### config.mk
export PLATFORM = sky130hd
export DESIGN_NAME = imem_loader
export DESIGN_NICKNAME = d
export VERILOG_FILES = /design/src/rtl/imem_loader_pkg.sv /design/src/rtl/imem_word_assembler.sv /design/src/rtl/imem_loader.sv
export SDC_FILE = /design/constraint.sdc
export NUM_CORES = 1
export LEC_CHECK = 0
export BUFFER_PORTS_ARGS = -buffer_cell sky130_fd_sc_hd__buf_2
export CORE_MARGIN = 8
export CORE_UTILIZATION = 40
export DETAILED_ROUTE_END_ITERATION = 10
export GPL_ROUTABILITY_DRIVEN = 0
export GPL_TIMING_DRIVEN = 1
export HOLD_SLACK_MARGIN = 0.05
export PLACE_DENSITY = 0.7
export RECOVER_POWER = 100
export SYNTH_ARGS = -nofsm -noshare
export SYNTH_HDL_FRONTEND = slang
export SYNTH_SLANG_ARGS = --single-unit
### constraint.sdc
create_clock -name clk -period 3.81 [get_ports clk]
set_input_delay 0.381 -clock clk [delete_from_list [all_inputs] [get_ports clk]]
set_output_delay 0.381 -clock clk [all_outputs]
set_load 0.02 [all_outputs]
### src/rtl/imem_loader_pkg.sv
// imem_loader_pkg: shared types and constants for the IMEM loader.
//   BYTE_W      stream byte width
//   ADDR_W_DEF  default IMEM word-address width
//   DATA_W_DEF  default instruction width
//   ldr_state_t loader FSM state encoding
package imem_loader_pkg;

    localparam int unsigned BYTE_W     = 8;
    localparam int unsigned ADDR_W_DEF = 8;
    localparam int unsigned DATA_W_DEF = 32;

    typedef enum logic [2:0] {IDLE, RECV, WRITE, CHK, DONE} ldr_state_t;

endpackage

### src/rtl/imem_word_assembler.sv
// imem_word_assembler: collects a little-endian byte stream into one instruction word.
// Ports:
//   clk, reset  clock and asynchronous active-high reset
//   clear       restart assembly at byte 0
//   byte_stb    byte_in is consumed this cycle
//   byte_in     stream byte; byte k lands in bits [8k+7:8k]
//   word        assembled word (holds until the next byte is inserted)
//   word_full   this strobe delivers the final byte of the word
module imem_word_assembler
    import imem_loader_pkg::*;
#(
    parameter int unsigned DATA_W = DATA_W_DEF
) (
    input  logic              clk,
    input  logic              reset,
    input  logic              clear,
    input  logic              byte_stb,
    input  logic [BYTE_W-1:0] byte_in,
    output logic [DATA_W-1:0] word,
    output logic              word_full
);

    localparam int unsigned BYTES = DATA_W / BYTE_W;
    localparam int unsigned IDX_W = (BYTES > 1) ? $clog2(BYTES) : 1;

    logic [IDX_W-1:0]  byte_idx_q, byte_idx_d;
    logic [DATA_W-1:0] word_q, word_d;

    assign word_full = byte_stb && (byte_idx_q == IDX_W'(BYTES - 1));
    assign word      = word_q;

    always_comb begin
        byte_idx_d = byte_idx_q;
        word_d     = word_q;
        if (clear) begin
            byte_idx_d = '0;
        end else if (byte_stb) begin
            word_d[byte_idx_q*BYTE_W +: BYTE_W] = byte_in;
            // Explicit wrap so non-power-of-two byte counts also restart at 0.
            byte_idx_d = word_full ? '0 : byte_idx_q + 1'b1;
        end
    end

    always_ff @(posedge clk or posedge reset) begin
        if (reset) begin
            byte_idx_q <= '0;
            word_q     <= '0;
        end else begin
            byte_idx_q <= byte_idx_d;
            word_q     <= word_d;
        end
    end

endmodule

### src/rtl/imem_loader.sv
// imem_loader: fills instruction memory from a byte stream before the core runs.
// Optional feature macro: IMEM_LOADER_CHECKSUM_EN (trailing checksum byte, load_err).
// Ports:
//   clk, reset            clock and asynchronous active-high reset
//   load_start, load_len  start request (IDLE only); word count, 0 means 2**ADDR_W
//   rx_data, rx_valid     byte stream in; rx_ready out, transfer = rx_valid & rx_ready
//   imem_we/addr/wdata    one-cycle IMEM word write; addr/wdata hold between writes
//   cpu_hold, load_busy   high whenever the FSM is not IDLE
//   load_done             one-cycle pulse at end of load
//   load_err              checksum mismatch (0 when the checksum feature is off)
module imem_loader
    import imem_loader_pkg::*;
#(
    parameter int unsigned ADDR_W = ADDR_W_DEF,
    parameter int unsigned DATA_W = DATA_W_DEF
) (
    input  logic              clk,
    input  logic              reset,
    input  logic              load_start,
    input  logic [ADDR_W-1:0] load_len,
    input  logic [BYTE_W-1:0] rx_data,
    input  logic              rx_valid,
    output logic              rx_ready,
    output logic              imem_we,
    output logic [ADDR_W-1:0] imem_addr,
    output logic [DATA_W-1:0] imem_wdata,
    output logic              cpu_hold,
    output logic              load_busy,
    output logic              load_done,
    output logic              load_err
);

    ldr_state_t        state_q, state_d;
    logic [ADDR_W-1:0] last_q, last_d;
    logic [ADDR_W-1:0] word_cnt_q, word_cnt_d;
    logic [ADDR_W-1:0] addr_hold_q, addr_hold_d;
    logic [DATA_W-1:0] wdata_hold_q, wdata_hold_d;

    logic              rx_xfer;
    logic              byte_stb;
    logic              start_acc;
    logic              asm_full;
    logic [DATA_W-1:0] asm_word;

    assign rx_xfer   = rx_valid & rx_ready;
    assign byte_stb  = rx_xfer && (state_q == RECV);
    assign start_acc = (state_q == IDLE) && load_start;

    imem_word_assembler #(
        .DATA_W (DATA_W)
    ) u_asm (
        .clk       (clk),
        .reset     (reset),
        .clear     (start_acc || (state_q == WRITE)),
        .byte_stb  (byte_stb),
        .byte_in   (rx_data),
        .word      (asm_word),
        .word_full (asm_full)
    );

    // State register
    always_ff @(posedge clk or posedge reset) begin
        if (reset) begin
            state_q <= IDLE;
        end else begin
            state_q <= state_d;
        end
    end

    // Next-state logic
    always_comb begin
        state_d = state_q;
        unique case (state_q)
            IDLE:  if (load_start) state_d = RECV;
            RECV:  if (asm_full) state_d = WRITE;
            WRITE: begin
                if (word_cnt_q == last_q) begin
`ifdef IMEM_LOADER_CHECKSUM_EN
                    state_d = CHK;
`else
                    state_d = DONE;
`endif
                end else begin
                    state_d = RECV;
                end
            end
`ifdef IMEM_LOADER_CHECKSUM_EN
            CHK:   if (rx_xfer) state_d = DONE;
`endif
            DONE:  state_d = IDLE;
            default: state_d = IDLE;
        endcase
    end

    // Output decode
    always_comb begin
        rx_ready  = 1'b0;
        imem_we   = 1'b0;
        load_done = 1'b0;
        unique case (state_q)
            RECV:  rx_ready = 1'b1;
            WRITE: imem_we = 1'b1;
`ifdef IMEM_LOADER_CHECKSUM_EN
            CHK:   rx_ready = 1'b1;
`endif
            DONE:  load_done = 1'b1;
            default: ;
        endcase
    end

    assign load_busy  = (state_q != IDLE);
    assign cpu_hold   = load_busy;
    // Live values during WRITE, captured copies otherwise so the bus holds between writes.
    assign imem_addr  = imem_we ? word_cnt_q : addr_hold_q;
    assign imem_wdata = imem_we ? asm_word : wdata_hold_q;

    always_comb begin
        last_d       = last_q;
        word_cnt_d   = word_cnt_q;
        addr_hold_d  = addr_hold_q;
        wdata_hold_d = wdata_hold_q;
        if (start_acc) begin
            // load_len of 0 wraps to all-ones, i.e. a full 2**ADDR_W image.
            last_d     = load_len - 1'b1;
            word_cnt_d = '0;
        end
        if (state_q == WRITE) begin
            addr_hold_d  = word_cnt_q;
            wdata_hold_d = asm_word;
            // Stop at last so the counter never wraps back onto address 0.
            if (word_cnt_q != last_q) word_cnt_d = word_cnt_q + 1'b1;
        end
    end

    always_ff @(posedge clk or posedge reset) begin
        if (reset) begin
            last_q       <= '0;
            word_cnt_q   <= '0;
            addr_hold_q  <= '0;
            wdata_hold_q <= '0;
        end else begin
            last_q       <= last_d;
            word_cnt_q   <= word_cnt_d;
            addr_hold_q  <= addr_hold_d;
            wdata_hold_q <= wdata_hold_d;
        end
    end

`ifdef IMEM_LOADER_CHECKSUM_EN
    logic [BYTE_W-1:0] sum_q, sum_d;
    logic              err_q, err_d;

    always_comb begin
        sum_d = sum_q;
        err_d = err_q;
        if (start_acc) begin
            sum_d = '0;
            err_d = 1'b0;
        end else if (byte_stb) begin
            sum_d = sum_q + rx_data;
        end else if ((state_q == CHK) && rx_xfer) begin
            err_d = ((sum_q + rx_data) != 8'h00);
        end
    end

    always_ff @(posedge clk or posedge reset) begin
        if (reset) begin
            sum_q <= '0;
            err_q <= 1'b0;
        end else begin
            sum_q <= sum_d;
            err_q <= err_d;
        end
    end

    assign load_err = err_q;
`else
    assign load_err = 1'b0;
`endif

endmodule

==> flow_metrics.tcl <==
set metrics [dict create \
    syn_inst 440 \
    ctsResizeCount 0 \
    synthMuxAreaShare_pct 0.532 \
    synth_ff_type "dfrtp_1" \
    postCtsHoldBufs 0 \
    slowest_stage "a21oi_1" \
    netSwitchingPower_w 0.00101 \
    yosysTopAreaCell "dfrtp_1" \
    internal_power_w 0.00171 \
    hold_class "input pin to flop" \
    track_usage_pct 14.0 \
    syn-num-nets 467 \
    multi_input_area_sq_mm 0.00154 \
    clk_path_buf_depth 2 \
    critical_path_class "flop to flop" \
    synth-seq-area-share_pct 58.2 \
    synth_xor_xnor_area_share_pct 3.50 \
    whs_ps 245 \
    drtPass1Iterations 4 \
    setup_viol 0 \
    coreArea_sq_mm 0.00973 \
    ant_nets 0 \
    slew_viol_final 44 \
    final_nets 526 \
    worstPathCellList "nor2_1 -> nand2_1 -> clkbuf_2 -> a21oi_1 -> a21oi_1 -> a221o_1" \
    synth-edff-count 0 \
    r2r_end "word_cnt_q[2]" \
    cp_max_fo 43 \
    ir_worst_vdd_uv 258 \
    post_drt_wl_per_cell_um 13.9 \
    rsz0062_at_grt "no" \
    drc 0 \
    worstMarginPinSlew_ps 1830 \
    nFillCells 973 \
    use_met3_pct 3.96 \
    cpPeakStageDelay_ps 940 \
    cts.clk_slew.worst_paths_ps 80 \
    maxCapViolCount 1 \
    cellPowerDensity_mw_per_mm2 603 \
    r2r_slack_ps 990 \
    drive_gt1_share_pct 9.33 \
    clkPwrFrac_pct 21.1 \
    grt-ovfl-total 0 \
    n_antenna_cell 0 \
    fmax_ghz 0.355 \
    r2r_start "state_q[0]" \
    clock_sinks 93 \
    drt-total-wl_um 8830 \
    grt_pass1_wl_um 14900 \
    synth_fa_ha_area_share_pct 2.19 \
    avgSynthCellArea_sq_um 9.09 \
    via_per_inst 4.75 \
    synthArstFlopShare_pct 100 \
    yosys_warnings 0 \
    register_area_sq_mm 0.00233 \
    initial_core_util_pct 41.1 \
    max_slew_margin_pct -22.9 \
    synth_compound_area_share_pct 6.88 \
    grt_pass1_vias 3064 \
    cp-startpoint "state_q[0]" \
    ys_ff_latch 93 \
    io_buffers 64 \
    h-tree-depth 3 \
    fin_crit_ps 2820 \
    ys_top_cells_by_area "dfrtp_1 (58%), nand2_1 (20%), o21ai_0 (5.4%)" \
    synth.top_cell.area_share_pct 58.2 \
    p_leak_nw 2.27 \
    critPathMostFrequentCell "a21oi_1" \
    combPwrFrac_pct 28.2 \
    reg2reg_depth 6 \
    finalClockSkew_ps 11.6 \
    synth_most_common_cell "nand2_1" \
    syn-cell-area_sq_mm 0.00400 \
    cts-root-buf "clkbuf_8" \
    dieHeight_um 116 \
    period_share_pct 73.9 \
    critPathArrivalTime_ps 3050 \
    fp.dieArea_sq_mm 0.0135 \
    hpwl_um 6400 \
    critPathCaptureType "flop" \
    synth_top_family_by_area "simple AND/OR/NAND/NOR gates" \
    grt_max_degree 52 \
    fin_tns_setup_ps 0 \
    hold_viol 0 \
    p_seq_share_pct 50.7 \
    num_vias 3025 \
    syn_to_final_growth_pct 12.7 \
    cts_tree "done" \
    antenna_found_initial 0 \
    rows 36 \
    switching_share_pct 37.0 \
    top_usage_layer "met2" \
    yosys.area_share.simple_pct 25.4 \
    violations "max-capacitance violations, max-slew violations" \
    use_met1_pct 17.9 \
    yosys.cell_types.count 35 \
    insertion_delay_ps 360 \
    status "finished, violations left" \
    met2_usage_pct 22.7 \
    die_x_um 116 \
    worst-endpoint-required_ps 4050 \
    cts-buffers-inserted 9 \
    ys_top_cells_by_count "nand2_1 (209), dfrtp_1 (93), o21ai_0 (43)" \
    drt_iter0_markers 92 \
    postCtsSetupBuffers 0 \
    crit_path_start_kind "flop" \
    pin_count 66 \
    crit_path_end "word_cnt_q[2]" \
]
## placed cells by master (no fill, tap or decap), drive strengths merged, types with 2 or more instances in the layout
cell / synthesis / layout
dfrtp: 93 / 93
nor4: 2 / 2
nand3b: 2 / 2
nor2: 4 / 4
buf: 7 / 21
nor3: 5 / 5
clkinvlp: 0 / 3
o21ai: 43 / 43
ha: 7 / 7
nor3b: 6 / 6
nand3: 5 / 5
nand2: 209 / 209
a221o: 3 / 3
inv: 8 / 8
clkinv: 0 / 3
clkbuf: 12 / 56
xor2: 11 / 11
xnor2: 5 / 5
a21oi: 2 / 2
and3: 6 / 6
## cells by family (layout without fill, tap and decap cells)
group           count (synthesis)  after routing
xor+xnor                       16             16
simple gates                  244            244
other cells                     1              1
fa+ha+maj                       7              7
mux                             2              2
buf+inv                        27             91
flops                          93             93
compound gates                 50             50
## power groups by stage
| stage | combinational, W | clock (W) | sequential (W) |
|---|---|---|---|
| 2_1_floorplan | 0.000601 | 0 | 0.00136 |
| 3_3_place_gp | 0.000782 | 0 | 0.00139 |
| 3_5_place_dp | 0.000807 | 0 | 0.00140 |
| 4_1_cts | 0.000811 | 0.000592 | 0.00138 |
| 5_1_grt | 0.000890 | 0.000635 | 0.00141 |
| 6_report | 0.000767 | 0.000574 | 0.00138 |
## stage by stage
| stage | setup slack [ps] | area [sq um] | total power, W | std cells | utilization [%] |
|---|---|---|---|---|---|
| 2_1_floorplan | 1010 | 4000 | 0.00196 | 440 | - |
| 3_3_place_gp | 1710 | 4410 | 0.00217 | 621 | 45.3 |
| 4_1_cts | 1270 | 4580 | 0.00278 | 637 | 47.1 |
| 6_report | 994 | 4510 | 0.00272 | 637 | 46.3 |
| 5_1_grt | 622 | 4510 | 0.00293 | 637 | 46.3 |
| 3_5_place_dp | 1660 | 4410 | 0.00221 | 621 | 45.3 |
## worst max-delay path: cells and delay by family (launching register included)
family	cells	cell delay, ps
buf+inv	1	500
flops	1	410
simple gates	2	180
compound gates	3	1620
## per-layer routing
metal / part of all wire, % / up-vias
met2: 47 / 75
met1: 45 / 1418
met4: 0.99 / 0
met5: 0 / -
met3: 6.8 / 11
li1: - / 1521
## registers in the layout (all words and copies together) (netlist names)
register / flops
word_cnt_q: 8
state_q: 3
last_q: 8
u_asm.word: 32
wdata_hold_q: 32
addr_hold_q: 8
u_asm.byte_idx_q: 2
## cell type report
| class | count | share of cell area, % |
|---|---|---|
| Clock buffer | 10 | 2.83 |
| Clock inverter | 6 | 0.860 |
| Multi-Input combinational cell | 320 | 34.0 |
| Timing Repair Buffer | 67 | 6.27 |
| Inverter | 8 | 0.694 |
| Tap cell | 133 | 3.69 |
| Sequential cell | 93 | 51.6 |
## worst min path at each step
stage / startpoint / end / cells after the start
floorplan: u_asm.word[0] / u_asm.word[0] / 2
global placement: wdata_hold_q[12] / wdata_hold_q[12] / 2
detailed placement: addr_hold_q[4] / addr_hold_q[4] / 2
CTS: reset / wdata_hold_q[2] / 2
global route: load_len[0] / last_q[0] / 2
finish: load_len[0] / last_q[0] / 2
No activity file was read; power rests on OpenSTA's default activity.
